===== src/rtl/sfx_pkg.sv =====
// rtl/sfx_pkg.sv - shared types, default sizes and priority encoder for the speaker scheduler
package sfx_pkg;

    typedef enum logic [1:0] {
        IDLE = 2'd0,
        PLAY = 2'd1,
        GAP  = 2'd2
    } state_t;

    localparam int N_REQ_DEF = 4;
    localparam int DIV_W_DEF = 17;
    localparam int DUR_W_DEF = 26;
    localparam int GAP_DEF   = 16;
    localparam int ID_W      = 2;

    // Lowest set index wins; index 0 is the highest priority requester.
    function automatic logic [ID_W-1:0] prio_enc(input logic [N_REQ_DEF-1:0] v);
        prio_enc = '0;
        for (int i = N_REQ_DEF - 1; i >= 0; i--) begin
            if (v[i]) prio_enc = ID_W'(i);
        end
    endfunction

endpackage


===== src/rtl/sfx_scheduler_tone_gen.sv =====
// rtl/sfx_scheduler_tone_gen.sv - half-period counter and square-wave phase for the granted sound
module tone_gen
    import sfx_pkg::*;
#(
    parameter int DIV_W = DIV_W_DEF
) (
    input  logic             clk,
    input  logic             clr,
    input  logic             load,
    input  logic             run,
    input  logic [DIV_W-1:0] hp,
    output logic             wave_next
);

    logic [DIV_W-1:0] hp_q;
    logic [DIV_W-1:0] cnt;
    logic             phase;

    // A zero half-period is a rest, so the phase never leaves 0.
    always_comb begin
        wave_next = 1'b0;
        if (run && hp_q != '0) begin
            wave_next = (cnt == '0) ? ~phase : phase;
        end
    end

    always_ff @(posedge clk) begin
        if (clr) begin
            hp_q  <= '0;
            cnt   <= '0;
            phase <= 1'b0;
        end else if (load) begin
            hp_q  <= hp;
            cnt   <= hp - 1'b1;
            phase <= 1'b0;
        end else if (run) begin
            phase <= wave_next;
            if (cnt == '0) begin
                cnt <= hp_q - 1'b1;
            end else begin
                cnt <= cnt - 1'b1;
            end
        end else begin
            phase <= 1'b0;
        end
    end

endmodule


===== src/rtl/sfx_scheduler.sv =====
// rtl/sfx_scheduler.sv - fixed-priority, preemptive speaker arbiter with tone and duration timing
module sfx_scheduler
    import sfx_pkg::*;
#(
    parameter int N_REQ      = N_REQ_DEF,
    parameter int DIV_W      = DIV_W_DEF,
    parameter int DUR_W      = DUR_W_DEF,
    parameter int GAP_CYCLES = GAP_DEF
) (
    input  logic                   clk,
    input  logic                   clr,
    input  logic [N_REQ-1:0]       req,
    input  logic [N_REQ*DIV_W-1:0] half_period,
    input  logic [N_REQ*DUR_W-1:0] duration,
    input  logic                   mute,
    output logic                   spk,
    output logic                   busy,
    output logic [ID_W-1:0]        active_id,
    output logic [N_REQ-1:0]       ack,
    output logic                   done
);

    localparam int GAP_W = (GAP_CYCLES > 1) ? $clog2(GAP_CYCLES) : 1;
    localparam logic [GAP_W-1:0] GAP_LOAD = GAP_W'((GAP_CYCLES > 0) ? GAP_CYCLES - 1 : 0);

    state_t           state;
    logic [N_REQ-1:0] pending;
    logic [DUR_W-1:0] dur_cnt;
    logic [GAP_W-1:0] gap_cnt;

    logic [ID_W-1:0]  grant_id;
    logic [N_REQ-1:0] higher_mask;
    logic [N_REQ-1:0] grant_vec;
    logic             grant;
    logic             play_run;
    logic             wave_next;
    logic [DIV_W-1:0] hp_sel;
    logic [DUR_W-1:0] dur_sel;

    always_comb begin
        grant_id    = prio_enc(pending);
        higher_mask = '0;
        for (int i = 0; i < N_REQ; i++) begin
            if (i < int'(active_id)) higher_mask[i] = 1'b1;
        end
        // From IDLE any pending request wins; in PLAY only a strictly higher priority one preempts.
        grant = ((state == IDLE) && (pending != '0)) ||
                ((state == PLAY) && ((pending & higher_mask) != '0));
        grant_vec = '0;
        if (grant) grant_vec[grant_id] = 1'b1;
        hp_sel   = half_period[int'(grant_id)*DIV_W +: DIV_W];
        dur_sel  = duration[int'(grant_id)*DUR_W +: DUR_W];
        play_run = (state == PLAY) && !grant;
    end

    tone_gen #(
        .DIV_W(DIV_W)
    ) u_tone (
        .clk      (clk),
        .clr      (clr),
        .load     (grant),
        .run      (play_run),
        .hp       (hp_sel),
        .wave_next(wave_next)
    );

    always_ff @(posedge clk) begin
        if (clr) begin
            state     <= IDLE;
            pending   <= '0;
            dur_cnt   <= '0;
            gap_cnt   <= '0;
            spk       <= 1'b0;
            busy      <= 1'b0;
            active_id <= '0;
            ack       <= '0;
            done      <= 1'b0;
        end else begin
            // A request arriving on its own grant edge survives and replays later.
            pending <= (pending & ~grant_vec) | req;
            ack     <= grant_vec;
            done    <= 1'b0;
            if (grant) begin
                state     <= PLAY;
                busy      <= 1'b1;
                active_id <= grant_id;
                spk       <= 1'b0;
                dur_cnt   <= (dur_sel == '0) ? '0 : dur_sel - 1'b1;
            end else begin
                case (state)
                    PLAY: begin
                        if (dur_cnt == '0) begin
                            spk  <= 1'b0;
                            done <= 1'b1;
                            if (GAP_CYCLES == 0) begin
                                state <= IDLE;
                                busy  <= 1'b0;
                            end else begin
                                state   <= GAP;
                                gap_cnt <= GAP_LOAD;
                            end
                        end else begin
                            dur_cnt <= dur_cnt - 1'b1;
                            spk     <= wave_next & ~mute;
                        end
                    end
                    GAP: begin
                        spk <= 1'b0;
                        if (gap_cnt == '0) begin
                            state <= IDLE;
                            busy  <= 1'b0;
                        end else begin
                            gap_cnt <= gap_cnt - 1'b1;
                        end
                    end
                    default: begin
                        spk <= 1'b0;
                    end
                endcase
            end
        end
    end

endmodule


===== config.mk =====
export PLATFORM = sky130hd
export DESIGN_NAME = sfx_scheduler
export DESIGN_NICKNAME = d
export VERILOG_FILES = /design/src/rtl/sfx_pkg.sv /design/src/rtl/sfx_scheduler_tone_gen.sv /design/src/rtl/sfx_scheduler.sv
export SDC_FILE = /design/constraint.sdc
export NUM_CORES = 1
export LEC_CHECK = 0
export BUFFER_PORTS_ARGS = -buffer_cell sky130_fd_sc_hd__buf_2
export CAP_MARGIN = 15
export CORE_MARGIN = 2
export CORE_UTILIZATION = 58
export DETAILED_ROUTE_END_ITERATION = 16
export PLACE_DENSITY = 0.88
export SLEW_MARGIN = 5
export SYNTH_ARGS = -nofsm -noshare
export SYNTH_HDL_FRONTEND = slang
export SYNTH_SLANG_ARGS = --single-unit

===== constraint.sdc =====
create_clock -name clk -period 10.6 [get_ports clk]
set_input_delay 2.12 -clock clk [delete_from_list [all_inputs] [get_ports clk]]
set_output_delay 2.12 -clock clk [all_outputs]
set_load 0.005 [all_outputs]

# Yosys cells after proc, flatten, opt, wreduce, memory -nomap -nowiden
# Index checks and enable logic that the tools add are counted.
word_totals:
  reg_bits: 80
  inputBits: 179
  out_inout_bits: 9
classes:
  add_sub_neg: 6
  mul: 2
  magnitude_cmp: 5
  n_eq_ne: 8
  shifts: 2
  mux: 30
  n_bitwise: 10
  n_reduce_logical: 30
op_table:
  columns: ["cell", "n"]
  rows:
  - ["$mux 26", 4]
  - ["$shiftx 104x8->26", 1]
  - ["$shiftx 68x8->17", 1]
  - ["$logic_not 26->1", 2]
  - ["$sub 26x1->26 const B", 2]
  - ["$mux 17", 3]
  - ["$sub 17x1->17 const B", 3]
  - ["$logic_not 17->1", 1]
  - ["$reduce_bool 17->1", 1]
  - ["$mux 2", 6]
  - ["$mux 4", 3]
  - ["$mux 1", 11]
  - ["$reduce_bool 2->1", 5]
  - ["$pmux 4 s2", 1]
  - ["$reduce_bool 4->1", 2]
  - ["$mul 2x5->7 const B", 1]
  - ["$mul 2x4->6 const B", 1]
  - ["$ne 2x2->1 const B", 3]
  - ["$reduce_and 3->1", 2]
  - ["$reduce_or 3->1", 2]
  - ["$logic_and 1x1->1", 5]
  - ["$not 1->1", 5]
  - ["$and 4x3->4", 1]
  - ["$and 4x4->4", 1]
  - ["other kinds (24)", 26]

# Depth between registers and ports, before layout
logic_depth:
  depth_word: 12
  ltp_mapped: 17
  depth_no_buf: 12

# By module
# A second synthesis with hierarchy kept.
hier_totals:
  cells_unflattened: 910
  hier_area_um2: 6588.8
modules_own_cells:
  columns: ["module", "n_inst", "cells_each", "area_each_um2", "seq_area_each_um2"]
  rows:
  - ["sfx_scheduler", 1, 659, 4553.1, 900.9]
  - ["tone_gen", 1, 251, 2035.7, 700.7]

# Worst setup path before layout
# No wires, ideal clock.
synth_path:
  path_kind: "input to register"
  start: "input port duration[60]"
  end: "register dur_cnt[4]"
  setup_time_ns: 0.128
  arrival_time_ns: 4.182
  setup_slack_ns: 6.290
  stages: 10
  path_buffers: 2
  path_cell_list: "or3b_2 -> a21oi_1 -> o22ai_2 -> nor3b_4 -> nand4b_1 -> o31a_1 -> buf_2 -> buf_6 -> a221oi_2 -> nor2_1"
synth_via:
  elab_chain_len: 4
  elab_cells_between_ends: 5
synth_lines:
  columns: ["element", "line_no", "rtl"]
  rows:
  - ["start: declaration", "sfx_scheduler.sv:14", "input logic [N_REQ*DUR_W-1:0] duration,"]
  - ["$shiftx 104x8->26 (*)", "sfx_scheduler.sv:52", "dur_sel = duration[int'(grant_id)*DUR_W +: DUR_W];"]
  - ["$sub 26x1->26 or $logic_not 26->1 (tied branches)", "sfx_scheduler.sv:88", "dur_cnt <= (dur_sel == '0) ? '0 : dur_sel - 1'b1;"]
  - ["$mux 26 (*)", "sfx_scheduler.sv:88", null]
  - ["$mux 26 (*)", "sfx_scheduler.sv:83", "if (grant) begin"]
  - ["end signal: assignment", "sfx_scheduler.sv:88", null]
  - ["end signal: assignment", "sfx_scheduler.sv:103", "dur_cnt <= dur_cnt - 1'b1;"]
  - ["end: declaration", "sfx_scheduler.sv:28", "logic [DUR_W-1:0] dur_cnt;"]
# Every way passes the cells marked *; elsewhere a longest branch is shown, timed or not.
# A chain may end at the register's enable or synchronous reset.

# Final worst setup path
layout_path:
  start: "input port duration[52]"
  end: "register dur_cnt[22]"
# Same word-level chain as after synthesis.

==> metrics.txt <==
Multi-input gate area around 4600 um2; dpl cell area 7520 um2; number of setup buffers added after CTS 0; CTS H-tree depth 3; GR Overflow Total 0; Die W 111 um; most used flip-flop cell after synthesis dfxtp_1; top-count cell post-synth nor2_1; CORE AREA 11000 um2; Port Buffer Count ~190; fin nets between 1000 and 1500; largest net degree at the start of global routing between 80 and 90; vias around 8100; Worst Path Arrival roughly 4.7 ns; Final setup viols 0; dpl hpwl ~18 mm; GP Congestion about 1.1; Initial Util between 60 and 70%; worst slack, placed a little under 6 ns; initial antenna violation count 1; post-layout instance area roughly 8000 um2; Max-Slew Margin vs Limit 22.1%; Seq cells post-synth 80; Synth cell types 89; fin crit share around 43%; global-route usage over all layers between 30% and 40%; worst min-delay path category flip-flop to flip-flop; PwrDens approximately 220 nW/um2; latest clock arrival within the worst-skew pair 0.35 ns; Static Leakage 3.15 nW; Pins Over Slew Limit 0; vias per cell 6.78; # fillers 931; synthesized net count roughly 1100; vias in the first global route ~7500; CTS tree done; synthesized area per cell between 7 and 8 um2; Slew @ Worst Pin 1.16 ns; clk_skew about 0.0089 ns; hold buffer count at CTS 0; DRT Pass-1 Iters 6; CP startpoint kind input port; fin worst setup slack about 6.1 ns; largest buffer count on any clock path 2; first-pass GRT wire length 39.0 mm; Worst-path clk slew approximately 0.06 ns; Setup Crit Path Kind input port to flip-flop; Sequential Area ~1600 um2; 1st-iter DRT viols approximately 1100; Num CTS Buffers 9; Max Cap Violations 0; ys async rst share 0%; Area Growth Syn to Fin 18.8%; ranking of synthesized cells by area dfxtp_1 (24%), nor2_1 (6.4%), nand2_1 (4.1%); Final Critical Period about 4.5 ns; Worst VDD drop about 160 uV; Synth top cells by count nor2_1 (112), dfxtp_1 (80), nand2_1 (73); Synth warnings 0; drt wl/cell between 20 and 25 um; Fmax between 200 and 250 MHz; fin cells roughly 1200; top cell type by total area after synthesis dfxtp_1; ANT nets after route 0; Setup TNS 0 ns; post-synthesis instance total between 900 and 1000; sequential area share after synthesis approximately a quarter; clock sinks 80; RSZ-0062 raised after global routing no; Root Driver clkbuf_16; status complete, no violations; # DRC 0; die area 12300 um2; I/O pins about 190; dpl cells 1176; CP Max Fanout 18; Post-synth EDFFs 0; Rows 38; Die H roughly 110 um; Worst setup EP type flip-flop; Final Hold Viols 0; Yosys top cell area share between 20% and 30%; area of the mapped netlist around 6600 um2; post-cts resize count 0; share of layout cells above drive strength 1 24.2%; Total Wirelength about 24 mm; WP data required between 10 and 15 ns
-- routing by layer --
layer	track usage (%)	part of all wire (%)
met4	14.6	4.0
met3	9.73	12
met1	51.2	39
met5	0	0
met2	60.7	44
-- flip-flops by register name, indices dropped and copies added, names as in the netlist, 2 cells and up --
signal and flops:
dur_cnt 26, u_tone.cnt 17, u_tone.hp_q 17, ack 4, gap_cnt 4, pending 4, active_id 2, state 2
-- layout by cell type (no fill, tap or decap), types with 12 or more instances in the layout --
| cell type | netlist | final |
|---|---|---|
| buf_2 | 13 | 187 |
| nor2_1 | 112 | 112 |
| dfxtp_1 | 80 | 77 |
| nand2_1 | 73 | 73 |
| a21oi_1 | 54 | 54 |
| o21ai_0 | 52 | 52 |
| nor3_1 | 46 | 46 |
| a211oi_1 | 25 | 24 |
| nor4_1 | 23 | 23 |
| inv_1 | 23 | 23 |
| nand3_1 | 20 | 20 |
| a221oi_1 | 19 | 19 |
| xnor2_1 | 19 | 19 |
| and2_1 | 17 | 17 |
| a22oi_1 | 16 | 16 |
| nand4_1 | 15 | 15 |
| nand3b_1 | 14 | 14 |
| nor3b_1 | 12 | 12 |
| o22ai_1 | 12 | 12 |
| xor2_1 | 12 | 12 |
| buf_4 | 4 | 12 |
-- through the flow --
| stage | total power [W] | hold WS, ns | utilization, % |
|---|---|---|---|
| final | 0.00172 | 0.468 | 71.5 |
| after global routing | 0.00183 | 0.506 | 71.5 |
| after CTS | 0.00169 | 0.471 | 71.5 |
| after detailed placement | 0.00133 | 0.463 | 68.5 |
| after global placement | 0.00131 | 0.457 | 68.5 |
| after floorplan | 0.00111 | 0.445 | - |
-- power breakdown --
group | internal (W) | switching (W) | leakage, nW | total, W
Sequential | 0.000386 | 0.0000857 | 0.661 | 0.000472
Combinational | 0.000333 | 0.000570 | 2.34 | 0.000903
Clock | 0.000219 | 0.000130 | 0.158 | 0.000349
Total | 0.000938 | 0.000786 | 3.15 | 0.00172
-- cell families (layout without fill, tap and decap cells) --
group	after synthesis	in the layout	share of synthesized area, %
AO/OA/AOI/OAI	289	289	31.7
XOR/XNOR	31	31	4.11
adder cells (fa/ha/maj)	7	7	1.33
buffers and inverters	88	238	6.06
flip-flops	80	80	24.2
multiplexers	8	8	1.27
other	0	1	0
AND/OR/NAND/NOR	398	398	31.3
-- critical path, stage by stage --
cell and delay [ns]:
buf_2 0.11, a221oi_1 0.29, nor3_1 0.08, a21oi_1 0.22, ha_1 0.24, o31ai_1 0.17, nor3_1 0.23, nand4b_1 0.24
o31a_1 0.56, nand2b_1 0.33, o22ai_1 0.13
-- area by class of cell --
class / count / share of cell area (%)
timing repair buffer: 199 / 13.1
multi-input combinational: 733 / 58.9
clock buffer: 11 / 3.22
antenna: 1 / 0.0319
sequential: 80 / 20.4
inverter: 24 / 1.15
clock inverter: 4 / 0.972
tap: 140 / 2.23
-- path summary, 6_finish.rpt --
check                           cells past startpoint  slack, ns    startpoint          end
worst max register to register                      9       6.25    pending[3]  dur_cnt[22]
worst min-delay path                                2       0.47          busy         busy
worst min register to register                      2       0.47          busy         busy
worst max-delay path                               11       6.07  duration[52]  dur_cnt[22]
(Power assumes the default switching activity.)
